[config.mk]
export PLATFORM = sky130hd
export DESIGN_NAME = alu_arbiter
export DESIGN_NICKNAME = d
export VERILOG_FILES = /design/src/rtl/alu_arbiter.sv
export SDC_FILE = /design/constraint.sdc
export NUM_CORES = 1
export LEC_CHECK = 0
export CAP_MARGIN = 20
export CORE_ASPECT_RATIO = 2
export CORE_MARGIN = 2
export CORE_UTILIZATION = 25
export DETAILED_ROUTE_END_ITERATION = 16
export PLACE_DENSITY = 0.6
export SYNTH_ARGS = -nofsm -noshare
export SYNTH_HDL_FRONTEND = slang
export SYNTH_SLANG_ARGS = --single-unit
[constraint.sdc]
create_clock -name clk -period 1.5 [get_ports clk]
set_input_delay 0.225 -clock clk [delete_from_list [all_inputs] [get_ports clk]]
set_output_delay 0.225 -clock clk [all_outputs]
set_load 0.03 [all_outputs]
[src/rtl/alu_arbiter.sv]
// alu_arbiter: shares one external combinational ALU between two requesters
// using round-robin arbitration.
// Port 0 is the main pipeline and port 1 is the auxiliary address/branch unit.
//
// A granted operation is latched into the registered alu_* drives. They are
// held for one cycle, or for MULDIV_CYCLES cycles on MUL (1000) and DIV (1010).
// The ALU output is then captured into resp_data, resp_zero and resp_err.
// The result is offered on the owning response port until it is consumed.
//
// Ports:
//   clk, reset                     clock, synchronous active-high reset
//   reqN_valid/ready, reqN_a/b/op  request handshake and operands, N = 0,1
//   respN_valid/ready              response handshake, N = 0,1
//   resp_data/zero/err             registered result shared by both ports
//   alu_data1/data2/sel            registered drives to the external ALU
//   alu_result/alu_zero            external ALU outputs
module alu_arbiter #(
  parameter int unsigned MULDIV_CYCLES = 4,
  parameter int unsigned WIDTH         = 32
) (
  input  logic             clk,
  input  logic             reset,
  input  logic             req0_valid,
  output logic             req0_ready,
  input  logic [WIDTH-1:0] req0_a,
  input  logic [WIDTH-1:0] req0_b,
  input  logic [3:0]       req0_op,
  output logic             resp0_valid,
  input  logic             resp0_ready,
  input  logic             req1_valid,
  output logic             req1_ready,
  input  logic [WIDTH-1:0] req1_a,
  input  logic [WIDTH-1:0] req1_b,
  input  logic [3:0]       req1_op,
  output logic             resp1_valid,
  input  logic             resp1_ready,
  output logic [WIDTH-1:0] resp_data,
  output logic             resp_zero,
  output logic             resp_err,
  output logic [WIDTH-1:0] alu_data1,
  output logic [WIDTH-1:0] alu_data2,
  output logic [3:0]       alu_sel,
  input  logic [WIDTH-1:0] alu_result,
  input  logic             alu_zero
);

  localparam int unsigned CNT_W  = 4;
  localparam logic [3:0]  OP_MUL = 4'b1000;
  localparam logic [3:0]  OP_DIV = 4'b1010;

  typedef enum logic [1:0] {IDLE, EXEC, RESP} state_t;

  state_t           state, state_nxt;
  logic             ptr, ptr_nxt;       // preferred requester when both are valid
  logic             id, id_nxt;         // owner of the in-flight operation
  logic [CNT_W-1:0] cnt, cnt_nxt;
  logic [WIDTH-1:0] alu_data1_nxt, alu_data2_nxt, resp_data_nxt;
  logic [3:0]       alu_sel_nxt;
  logic             resp_zero_nxt, resp_err_nxt;
  logic             resp0_valid_nxt, resp1_valid_nxt;

  logic             grant0, grant1, hs0, hs1, resp_hs, div_by_zero;
  logic [3:0]       sel_op;

  // Round-robin grant: a lone requester always wins, otherwise the pointer decides.
  assign grant0 = req0_valid && (!req1_valid || !ptr);
  assign grant1 = req1_valid && (!req0_valid ||  ptr);

  assign req0_ready = (state == IDLE) && grant0 && !reset;
  assign req1_ready = (state == IDLE) && grant1 && !reset;

  assign hs0     = req0_valid && req0_ready;
  assign hs1     = req1_valid && req1_ready;
  assign resp_hs = (resp0_valid && resp0_ready) || (resp1_valid && resp1_ready);
  assign sel_op  = hs1 ? req1_op : req0_op;

  assign div_by_zero = (alu_sel == OP_DIV) && (alu_data2 == '0);

  // Next-state and next-register values.
  always_comb begin
    state_nxt       = state;
    ptr_nxt         = ptr;
    id_nxt          = id;
    cnt_nxt         = cnt;
    alu_data1_nxt   = alu_data1;
    alu_data2_nxt   = alu_data2;
    alu_sel_nxt     = alu_sel;
    resp_data_nxt   = resp_data;
    resp_zero_nxt   = resp_zero;
    resp_err_nxt    = resp_err;
    resp0_valid_nxt = resp0_valid;
    resp1_valid_nxt = resp1_valid;

    case (state)
      IDLE: begin
        if (hs0 || hs1) begin
          alu_data1_nxt = hs1 ? req1_a : req0_a;
          alu_data2_nxt = hs1 ? req1_b : req0_b;
          alu_sel_nxt   = sel_op;
          id_nxt        = hs1;
          cnt_nxt       = ((sel_op == OP_MUL) || (sel_op == OP_DIV)) ?
                          CNT_W'(MULDIV_CYCLES) : CNT_W'(1);
          state_nxt     = EXEC;
        end
      end
      EXEC: begin
        cnt_nxt = cnt - CNT_W'(1);
        if (cnt == CNT_W'(1)) begin
          // Divide by zero reports an error with an all-ones, non-zero result.
          resp_err_nxt    = div_by_zero;
          resp_data_nxt   = div_by_zero ? '1 : alu_result;
          resp_zero_nxt   = div_by_zero ? 1'b0 : alu_zero;
          resp0_valid_nxt = !id;
          resp1_valid_nxt = id;
          state_nxt       = RESP;
        end
      end
      RESP: begin
        if (resp_hs) begin
          resp0_valid_nxt = 1'b0;
          resp1_valid_nxt = 1'b0;
          ptr_nxt         = !id;
          state_nxt       = IDLE;
        end
      end
      default: state_nxt = IDLE;
    endcase
  end

  // State and datapath registers.
  always_ff @(posedge clk) begin
    if (reset) begin
      state       <= IDLE;
      ptr         <= 1'b0;
      id          <= 1'b0;
      cnt         <= '0;
      alu_data1   <= '0;
      alu_data2   <= '0;
      alu_sel     <= 4'b0000;
      resp_data   <= '0;
      resp_zero   <= 1'b0;
      resp_err    <= 1'b0;
      resp0_valid <= 1'b0;
      resp1_valid <= 1'b0;
    end else begin
      state       <= state_nxt;
      ptr         <= ptr_nxt;
      id          <= id_nxt;
      cnt         <= cnt_nxt;
      alu_data1   <= alu_data1_nxt;
      alu_data2   <= alu_data2_nxt;
      alu_sel     <= alu_sel_nxt;
      resp_data   <= resp_data_nxt;
      resp_zero   <= resp_zero_nxt;
      resp_err    <= resp_err_nxt;
      resp0_valid <= resp0_valid_nxt;
      resp1_valid <= resp1_valid_nxt;
    end
  end

endmodule

==> results.ini, run 1 <==
[place]
dpl-instance-area_sq_um = 8820
io_buffers = 280
gp_congestion = 0.822
hpwl_um = 14600
dp_slack_ns = -0.368

[global_route]
grt_pass1_wl_um = 30200
grt_usage = 0.186
grt_pass1_vias = 5500
overflow = 0
grt_max_degree = 63
antenna_found_initial = 3

[run]
drv_cap = 0

[clock_network]
clkTransAtPathRegs_ns = 0.07
cts_max_path_buffers = 2
cts_hold_buf = 0
cts_tree = built
cts.sinks = 112
cts_root_buffer = clkbuf_16
h-tree-depth = 3
cts_inserted_buffers = 9
clk_latency_ns = 0.36

[critical_path]
cp_max_fo = 8
rr_worst_depth = 5
worstPathRequired_ns = 1.78
arrival_ns = 2.09
endpoint_kind = flop
crit_type = flop to flop
start_kind = flop

[floorplan]
pin_count = 281
die_y_um = 203
start_util = 0.252
dieArea_sq_um = 21100
row_count = 73
core-area_sq_um = 19700
die_w_um = 104

[synth]
synth_edf_count = 0
ys_async_sr_fraction = 0
yosysUniqueCellTypes = 40
synthesis.instances = 532
synth_top_area_cell = dfxtp_1
yosysTopAreaCellShare = 0.451
synthesis.nets = 709
synth_area_leaders = dfxtp_1, mux2i_1, a211oi_1
yosys_warnings = 0
netlist_area_sq_um = 4970
ys_ff_latch = 112
syn_avg_cell_area_sq_um = 9.35
seq_area_frac_synth = 0.451
dominantRegCellSynth = dfxtp_1

[route]
drt_pass1_iterations = 5
wl_um = 22300
viasPerCell = 4.73
avgRoutedWirePerCell_um = 19.0
drc = 0
drt-initial-drc-count = 121
vias = 5562
ant_nets = 0

[timing]
drv_slew = 0
final.setup.tns_ns = -17.88
period_minus_slack_ns = 1.81
final.period_utilization = 1.20
relSlewSlack = 0.321
max_freq_mhz = 554
finalSetupViolCount = 103
fin_worst_skew_ns = 0.00940
worst_slack_ns = -0.305
worst_pin_slew_ns = 1.02
hold_viol = 0
rsz0062_at_grt = true

[min_path]
min_path_type = flop to flop
hold_path_depth = 2

[outcome]
violations = negative setup slack
status = finished, violations left

[pwr]
vdd.ir_drop.worst_v = 0.000495
p_leak_nw = 4.30
cellPowerDensity_nw_per_um2 = 857

[final_layout]
regArea_sq_um = 2280
fill_cells = 1754
layout_commonest_cell = clkdlybuf4s50_1
multi_input_area_sq_um = 3550
nets = 1084
finish.instance_area_sq_um = 10900
layout_common_cells = clkdlybuf4s50_1, dlygate4sd2_1, dfxtp_1
synthToLayoutAreaGrowth_pct = 119
drive_gt1_frac = 0.421

## critical path: stages (launching register included)
cell       delay, ns
dfxtp_4         0.36
nor4b_4         0.27
nand4_1         0.19
or3_4           0.52
clkbuf_16       0.21
a211oi_2        0.17
## cell families (layout without fill, tap and decap cells)
kind of cell               Yosys count  after routing  share of synthesized area
adders and majority gates            2              2                    0.00503
DFF                                112            112                      0.451
other                                0              3                          0
buffers and inverters               52            432                     0.0543
muxes                               69             69                      0.139
xor gates and xnor gates             1              1                    0.00176
and+or+nand+nor                    180            180                      0.154
AOI/OAI and AO/OA                  116            116                      0.195
## cell usage after synthesis, types with 2 or more instances
master / n
nand2_1: 7
nor4_1: 7
nor2_1: 142
nand2b_1: 2
inv_1: 5
a31oi_1: 2
buf_6: 5
a211oi_2: 22
nand3_1: 6
buf_2: 3
clkbuf_1: 32
ha_1: 2
buf_4: 6
a21oi_1: 5
mux2i_1: 69
nand4_1: 2
or3b_2: 2
dfxtp_1: 112
a211oi_1: 79
nor4b_1: 2
## area by class of cell
class,count,area share
Tap cell,262,0.0301
Clock inverter,3,0.00391
Inverter,5,0.00172
Antenna cell,3,0.000689
Multi-Input combinational cell,368,0.326
Timing Repair Buffer,411,0.405
Clock buffer,13,0.0230
Sequential cell,112,0.210
## path summary, 6_finish.rpt
| path | start | end | slack [ns] |
|---|---|---|---|
| worst min register to register | id$_SDFFE_PP0P_ | resp1_valid$_SDFFE_PP0P_ | 0.45 |
| worst min-delay path | id$_SDFFE_PP0P_ | resp1_valid$_SDFFE_PP0P_ | 0.45 |
| worst max-delay path | alu_sel[0]$_SDFFE_PP0P_ | resp_data[2]$_SDFFE_PP0P_ | -0.31 |
| worst max register to register | alu_sel[0]$_SDFFE_PP0P_ | resp_data[2]$_SDFFE_PP0P_ | -0.31 |
## state kept, by name, indices dropped and copies added (netlist names)
register     flops
resp_err         1
cnt              4
resp0_valid      1
alu_sel          4
state            2
resp_zero        1
resp_data       32
alu_data1       32
alu_data2       32
ptr              1
resp1_valid      1
id               1
## power by group
group	leakage [nW]	internal, mW	switching (mW)
logic	3.23	1.77	1.65
clock network	0.140	1.34	1.13
registers	0.929	3.26	0.180
## routing by layer
metal | track usage | vias to the layer above | wire (um)
met5 | 0 | - | 0
met4 | 0.0903 | 0 | 822
met3 | 0.0348 | 42 | 897
met2 | 0.361 | 179 | 12900
met1 | 0.188 | 2682 | 7660
li1 | - | 2659 | -
## repair_timing
| action | in CTS | in global routing |
|---|---|---|
| setup buffers | 12 | 12 |
| gates resized for setup | 175 | 241 |
| endpoints found under the hold margin | 0 | 0 |
| pin swaps | 21 | 40 |
| cloned | 7 | 17 |
| setup endpoints to repair | 189 | 118 |
## per-stage QoR
stage	util	hold slack (ns)	power [mW]	instances
after floorplan	-	0.395	4.78	532
after global placement	0.447	0.443	6.28	1116
after detailed placement	0.447	0.442	6.29	1116
after CTS	0.484	0.435	8.87	1151
after global routing	0.552	0.459	9.76	1177
final	0.552	0.451	9.33	1177
Power figures use the tool's default switching activity.
==> inputs of run 2 (changes only) <==
PLACE_DENSITY = 0.69   (was 0.6)
==> run 2 against run 1 <==
Compared with the run above: the run still ends with negative setup slack left; sequential power about the same; critical path depth unchanged; first-iteration DRC count increased by 13%; design area decreased by 9.6%.
==> results.ini, run 2 (same netlist as run 1, synthesis figures left out) <==
[outcome]
status = finished, violations left  ; unchanged
violations = negative setup slack  ; unchanged

[final_layout]
layout_common_cells = clkdlybuf4s50_1, nor2_1, dlygate4sd2_1  ; was clkdlybuf4s50_1, dlygate4sd2_1, dfxtp_1
nets = 1052  ; was 1,084
finish.instance_area_sq_um = 9850  ; was 10,900 sq um
multi_input_area_sq_um = 2990  ; was 3550 sq um
reg.largest.list = alu_data1: 32 flops, alu_data2: 32 flops, resp_data: 32 flops  ; unchanged
fill_cells = 1873  ; was 1,754
post-route-util = 0.499  ; was 0.552
layout_commonest_cell = clkdlybuf4s50_1  ; unchanged
synthToLayoutAreaGrowth_pct = 98.0  ; was 119%
drive_gt1_frac = 0.306  ; was 0.421
regArea_sq_um = 2280  ; unchanged

[clock_network]
cts_max_path_buffers = 2  ; unchanged
cts_root_buffer = clkbuf_16  ; unchanged
cts_tree = built  ; unchanged
clk_latency_ns = 0.35  ; was 0.36 ns
h-tree-depth = 3  ; unchanged
cts_inserted_buffers = 9  ; unchanged
clkTransAtPathRegs_ns = 0.08  ; was 0.07 ns
cts_hold_buf = 0  ; unchanged
cts.sinks = 112  ; unchanged

[critical_path]
arrival_ns = 2.06  ; was 2.09 ns
start_kind = flop  ; unchanged
endpoint_kind = flop  ; unchanged
cp_max_fo = 8  ; unchanged
crit_type = flop to flop  ; unchanged
worstPathRequired_ns = 1.78  ; about the same

[pwr]
vdd.ir_drop.worst_v = 0.000522  ; was 0.000495 V
p_leak_nw = 4.00  ; was 4.30 nW
cellPowerDensity_nw_per_um2 = 954  ; was 857 nW/um^2

[timing]
finalSetupViolCount = 98  ; was 103
max_freq_mhz = 562  ; was 554 MHz
final.period_utilization = 1.19  ; was 1.20
relSlewSlack = 0.749  ; was 0.321
period_minus_slack_ns = 1.78  ; was 1.81 ns
hold_slack_ns = 0.381  ; was 0.451 ns
fin_worst_skew_ns = 0.00580  ; was 0.00940 ns
hold_viol = 0  ; unchanged
drv_slew = 0  ; unchanged
rsz0062_at_grt = true  ; unchanged
worst_pin_slew_ns = 0.378  ; was 1.02 ns
worst_slack_ns = -0.281  ; was -0.305 ns

[route]
met2_length_um = 12000  ; was 12,900 um
viasPerCell = 4.67  ; was 4.73
dr.max_layer_used = met4  ; unchanged
ant_nets = 0  ; unchanged
routedLengthMet1_um = 7420  ; was 7660 um
drt-initial-drc-count = 137  ; was 121
drt_pass1_iterations = 4  ; was 5
met3_length_um = 736  ; was 897 um
drc = 0  ; unchanged
vias = 5340  ; was 5,562
wl_um = 20900  ; was 22,300 um
avgRoutedWirePerCell_um = 18.2  ; was 19.0 um

[global_route]
antenna_found_initial = 1  ; was 3
overflow = 0  ; unchanged
grt_pass1_vias = 5478  ; was 5,500
grt_pass1_wl_um = 30100  ; was 30,200 um
grt_usage = 0.183  ; was 0.186
grt_max_degree = 50  ; was 63

[run]
drv_cap = 0  ; unchanged

[floorplan]
row_count = 73  ; unchanged
dieArea_sq_um = 21100  ; unchanged
die_w_um = 104  ; unchanged
start_util = 0.252  ; unchanged
core-area_sq_um = 19700  ; unchanged
pin_count = 281  ; unchanged
die_y_um = 203  ; unchanged

[place]
gp_congestion = 0.826  ; was 0.822
hpwl_um = 13800  ; was 14,600 um
io_buffers = 280  ; unchanged
dpl-instance-area_sq_um = 8660  ; was 8820 sq um

[min_path]
min_path_type = primary input to flop  ; was flop to flop

## run 2: changes by cell type in the layout (fill, tap and decap cells not counted), moves of 5 or more
cell	change
clkbuf_16	-10
a211oi_2	-21
nor2_1	+54
nor2_2	-15
nor2_4	-39
buf_8	-6
a211oi_1	+23
mux2i_4	-5
mux2i_1	+7
buf_12	-5
buf_6	-10
## run 2: final cells by class
cell class	instances	area share
Sequential cell	112	0.232
Timing Repair Buffer	379	0.392
Clock inverter	5	0.0109
Tap cell	262	0.0333
Clock buffer	11	0.0257
Antenna cell	1	0.000254
Multi-Input combinational cell	368	0.304
Inverter	5	0.00191
## run 2: routing by layer
metal	global-route usage	vias up
met5	0	-
met4	0.0864	0
met3	0.0284	35
met2	0.355	170
met1	0.189	2536
li1	-	2599
## run 2: what timing repair did
action | 4_1_cts | 5_1_grt
resized for setup | 150 | 105
gates cloned | 8 | 5
setup buffers | 10 | 9
pin swaps | 36 | 40
endpoints found under the setup margin | 168 | 119
## run 2: final timing paths
path / from / to / slack (ns) / cells after the start
setup / recovery: alu_data2[25]$_SDFFE_PP0P_ / resp_data[23]$_SDFFE_PP0P_ / -0.28 / 5
hold / removal: reset / alu_sel[1]$_SDFFE_PP0P_ / 0.38 / 3
setup reg to reg: alu_data2[25]$_SDFFE_PP0P_ / resp_data[23]$_SDFFE_PP0P_ / -0.28 / 5
hold reg to reg: id$_SDFFE_PP0P_ / resp1_valid$_SDFFE_PP0P_ / 0.46 / 2
## run 2: report_power, final
| group | switching (mW) | internal (mW) |
|---|---|---|
| logic | 1.48 | 1.56 |
| clock network | 1.17 | 1.74 |
| registers | 0.188 | 3.26 |
| total | 2.84 | 6.55 |
## run 2: metrics by stage
| stage | setup TNS [ns] | total power [mW] | instances | setup WS (ns) |
|---|---|---|---|---|
| floorplan | -3.68 | 4.78 | 532 | -0.125 |
| global placement | -26.96 | 6.18 | 1100 | -0.441 |
| detailed placement | -28.36 | 6.21 | 1100 | -0.480 |
| CTS | -11.82 | 9.21 | 1132 | -0.247 |
| global route | -21.30 | 9.81 | 1143 | -0.328 |
| finish | -14.15 | 9.40 | 1143 | -0.281 |
## run 2: critical path: stages, from the launching register on
cell and delay (ns):
dfxtp_2 0.34, nor4_4 0.33, nand3_2 0.13, or3_4 0.51
clkbuf_16 0.22, a211oi_2 0.17
==> RTL edit: new RTL, flow settings as in run 2 <==
Make the reset (`reset`) asynchronous in one clocked block. Comments in the files are not updated.
--- a/src/rtl/alu_arbiter.sv
+++ b/src/rtl/alu_arbiter.sv
@@ -130,3 +130,3 @@
   // State and datapath registers.
-  always_ff @(posedge clk) begin
+  always_ff @(posedge clk or posedge reset) begin
     if (reset) begin
Check against the original RTL: differs if reset is asserted again (counterexample within 4 cycles, from zero or initial values and one cycle with reset high); with reset held inactive, the same outputs for 10 cycles.
==> RTL edit against run 2 <==
The flow still finishes with violations (setup timing); routed wire length rose by 1.3%; critical path depth rose by 2; sequential cell count did not move; die area rose by 3.2%; setup slack got worse by 0.082 ns; clock skew rose by 0.0083 ns; synthesized area rose by 3.3%; design area rose by 13%.
Power is not compared: it rests on default switching activity, and its combinational part moved more than twofold at a synthesized area within 25%.
==> RTL edit: results (changes against run 2) <==
[cts]
clock_latency_ns = 0.37  ; was 0.35 ns

[global_routing]
met1_usage_pct = 19.4  ; was 18.9%
antenna_found_initial = 1  ; unchanged
grt_pass1_wl_mm = 31.5  ; was 30.1 mm
grt_pass1_vias = 5729  ; was 5478
grt_start_max_net_pins = 61  ; was 50
grt_usage_pct = 19.1  ; was 18.3%
met2_usage_pct = 35.6  ; was 35.5%

[yosys]
syn_inst = 509  ; was 532
synthTopCellsByArea = dfrtp_1 (55%), mux2i_1 (13%), o21ai_1 (7.3%)  ; was dfxtp_1 (45%), mux2i_1 (14%), a211oi_1 (12%)
yosys-top-cells-count = dfrtp_1 (112), nand2_1 (78), o21ai_1 (75)  ; was nor2_1 (142), dfxtp_1 (112), a211oi_1 (79)
ys_warn_count = 0  ; unchanged
synth_nets = 686  ; was 709
synth.distinct_cells = 36  ; was 40
async_flop_share_pct = 100  ; was 0%
synth_compound_area_share_pct = 13.5  ; was 19.5%
synthMuxAreaShare_pct = 13.4  ; was 13.9%
yosysSeqAreaShare_pct = 54.6  ; was 45.1%
synth_fa_ha_area_share_pct = 0.487  ; was 0.503%

[placement]
postPlaceCellArea_um2 = 8830  ; was 8660 um^2
place_hpwl_mm = 13.1  ; was 13.8 mm
dp_cells = 1089  ; was 1100
gp_congestion = 0.832  ; was 0.826
pre_cts_slack_ns = -0.567  ; was -0.480 ns

[setup_path]
timing.rr.start = cnt[1]  ; was alu_data2[25]
crit_slowest_cell = or4_4  ; was or3_4
path_max_fanout = 7  ; was 8
arrival_ns = 2.15  ; was 2.06 ns
r2r_end = resp_data[24]  ; was resp_data[23]
max_stage_delay_ns = 0.63  ; was 0.51 ns

[timing]
finalClockSkew_ns = 0.0141  ; was 0.00580 ns
fin_tns_setup_ns = -23.45  ; was -14.15 ns
finalSetupViolCount = 109  ; was 98
setup_ws_ns = -0.362  ; was -0.281 ns
holdWs_ns = 0.423  ; was 0.381 ns

[drt]
firstDrtPassIters = 6  ; was 4
vias = 5357  ; was 5340
wl_met3_um = 892  ; was 736 um
wire_per_inst_um = 18.3  ; was 18.2 um
wl_met1_mm = 7.16  ; was 7.42 mm
wl_met2_mm = 11.8  ; was 12.0 mm
first_iter_violations = 167  ; was 137

[outcome]
violations = setup timing  ; unchanged
status = finished with violations  ; unchanged

[cells_and_area]
instances_no_fill = 1157  ; was 1143
n_fill_cell = 1652  ; was 1873
final_nets = 1062  ; was 1052
drive_above_1_share_pct = 41.8  ; was 30.6%

[min_path]
min_to = resp_zero  ; was alu_sel[1]
min_from = alu_zero  ; was reset

==> RTL edit: cell count changes in the layout (fill, tap and decap cells not counted), moves of 32 or more <==
| cell | before | now |
|---|---|---|
| dfrtp_1 | 0 | 110 |
| o21ai_2 | 0 | 77 |
| a211oi_2 | 58 | 0 |
| a211oi_1 | 43 | 0 |
| nand2_4 | 0 | 32 |
| nor2_1 | 135 | 63 |
| dfxtp_1 | 83 | 0 |
==> RTL edit: what timing repair did <==
item / in CTS / in global routing
resized for setup: 339 / 121
setup endpoints to repair: 211 / 127
gates cloned: 25 / 5
setup buffers: 24 / 9
pin swaps: 67 / 35
==> RTL edit: layout make-up <==
cell class / count / area, um^2 / area share [%]
antenna: 1 / 2.50 / 0.0225
clock buffer: 9 / 225 / 2.03
clock inverter: 7 / 104 / 0.936
inverter: 5 / 27.5 / 0.248
multi-input combinational: 359 / 3230 / 29.1
sequential: 112 / 2810 / 25.3
tap: 266 / 333 / 3.00
timing repair buffer: 398 / 4370 / 39.4
==> RTL edit: where the power goes <==
group | internal, mW | total, mW | switching (mW) | leakage (nW)
combinational | 6.01 | 13.1 | 7.06 | 3.46
sequential | 4.46 | 5.49 | 1.03 | 1.34
clock | 1.49 | 2.70 | 1.21 | 0.154
total | 12.0 | 21.3 | 9.30 | 4.96
==> RTL edit: worst max-delay path by stage <==
| stage | cells after the start | end | from | slack, ns |
|---|---|---|---|---|
| final | 7 | resp_data[24] | cnt[1] | -0.36 |
| after detailed placement | 5 | resp_data[6] | alu_data2[17] | -0.57 |
| after global placement | 5 | resp_data[7] | alu_data2[17] | -0.53 |
| after CTS | 7 | resp_data[6] | cnt[1] | -0.31 |
| after floorplan | 8 | resp_data[10] | cnt[1] | -0.28 |
| after global routing | 7 | resp_data[23] | cnt[1] | -0.43 |
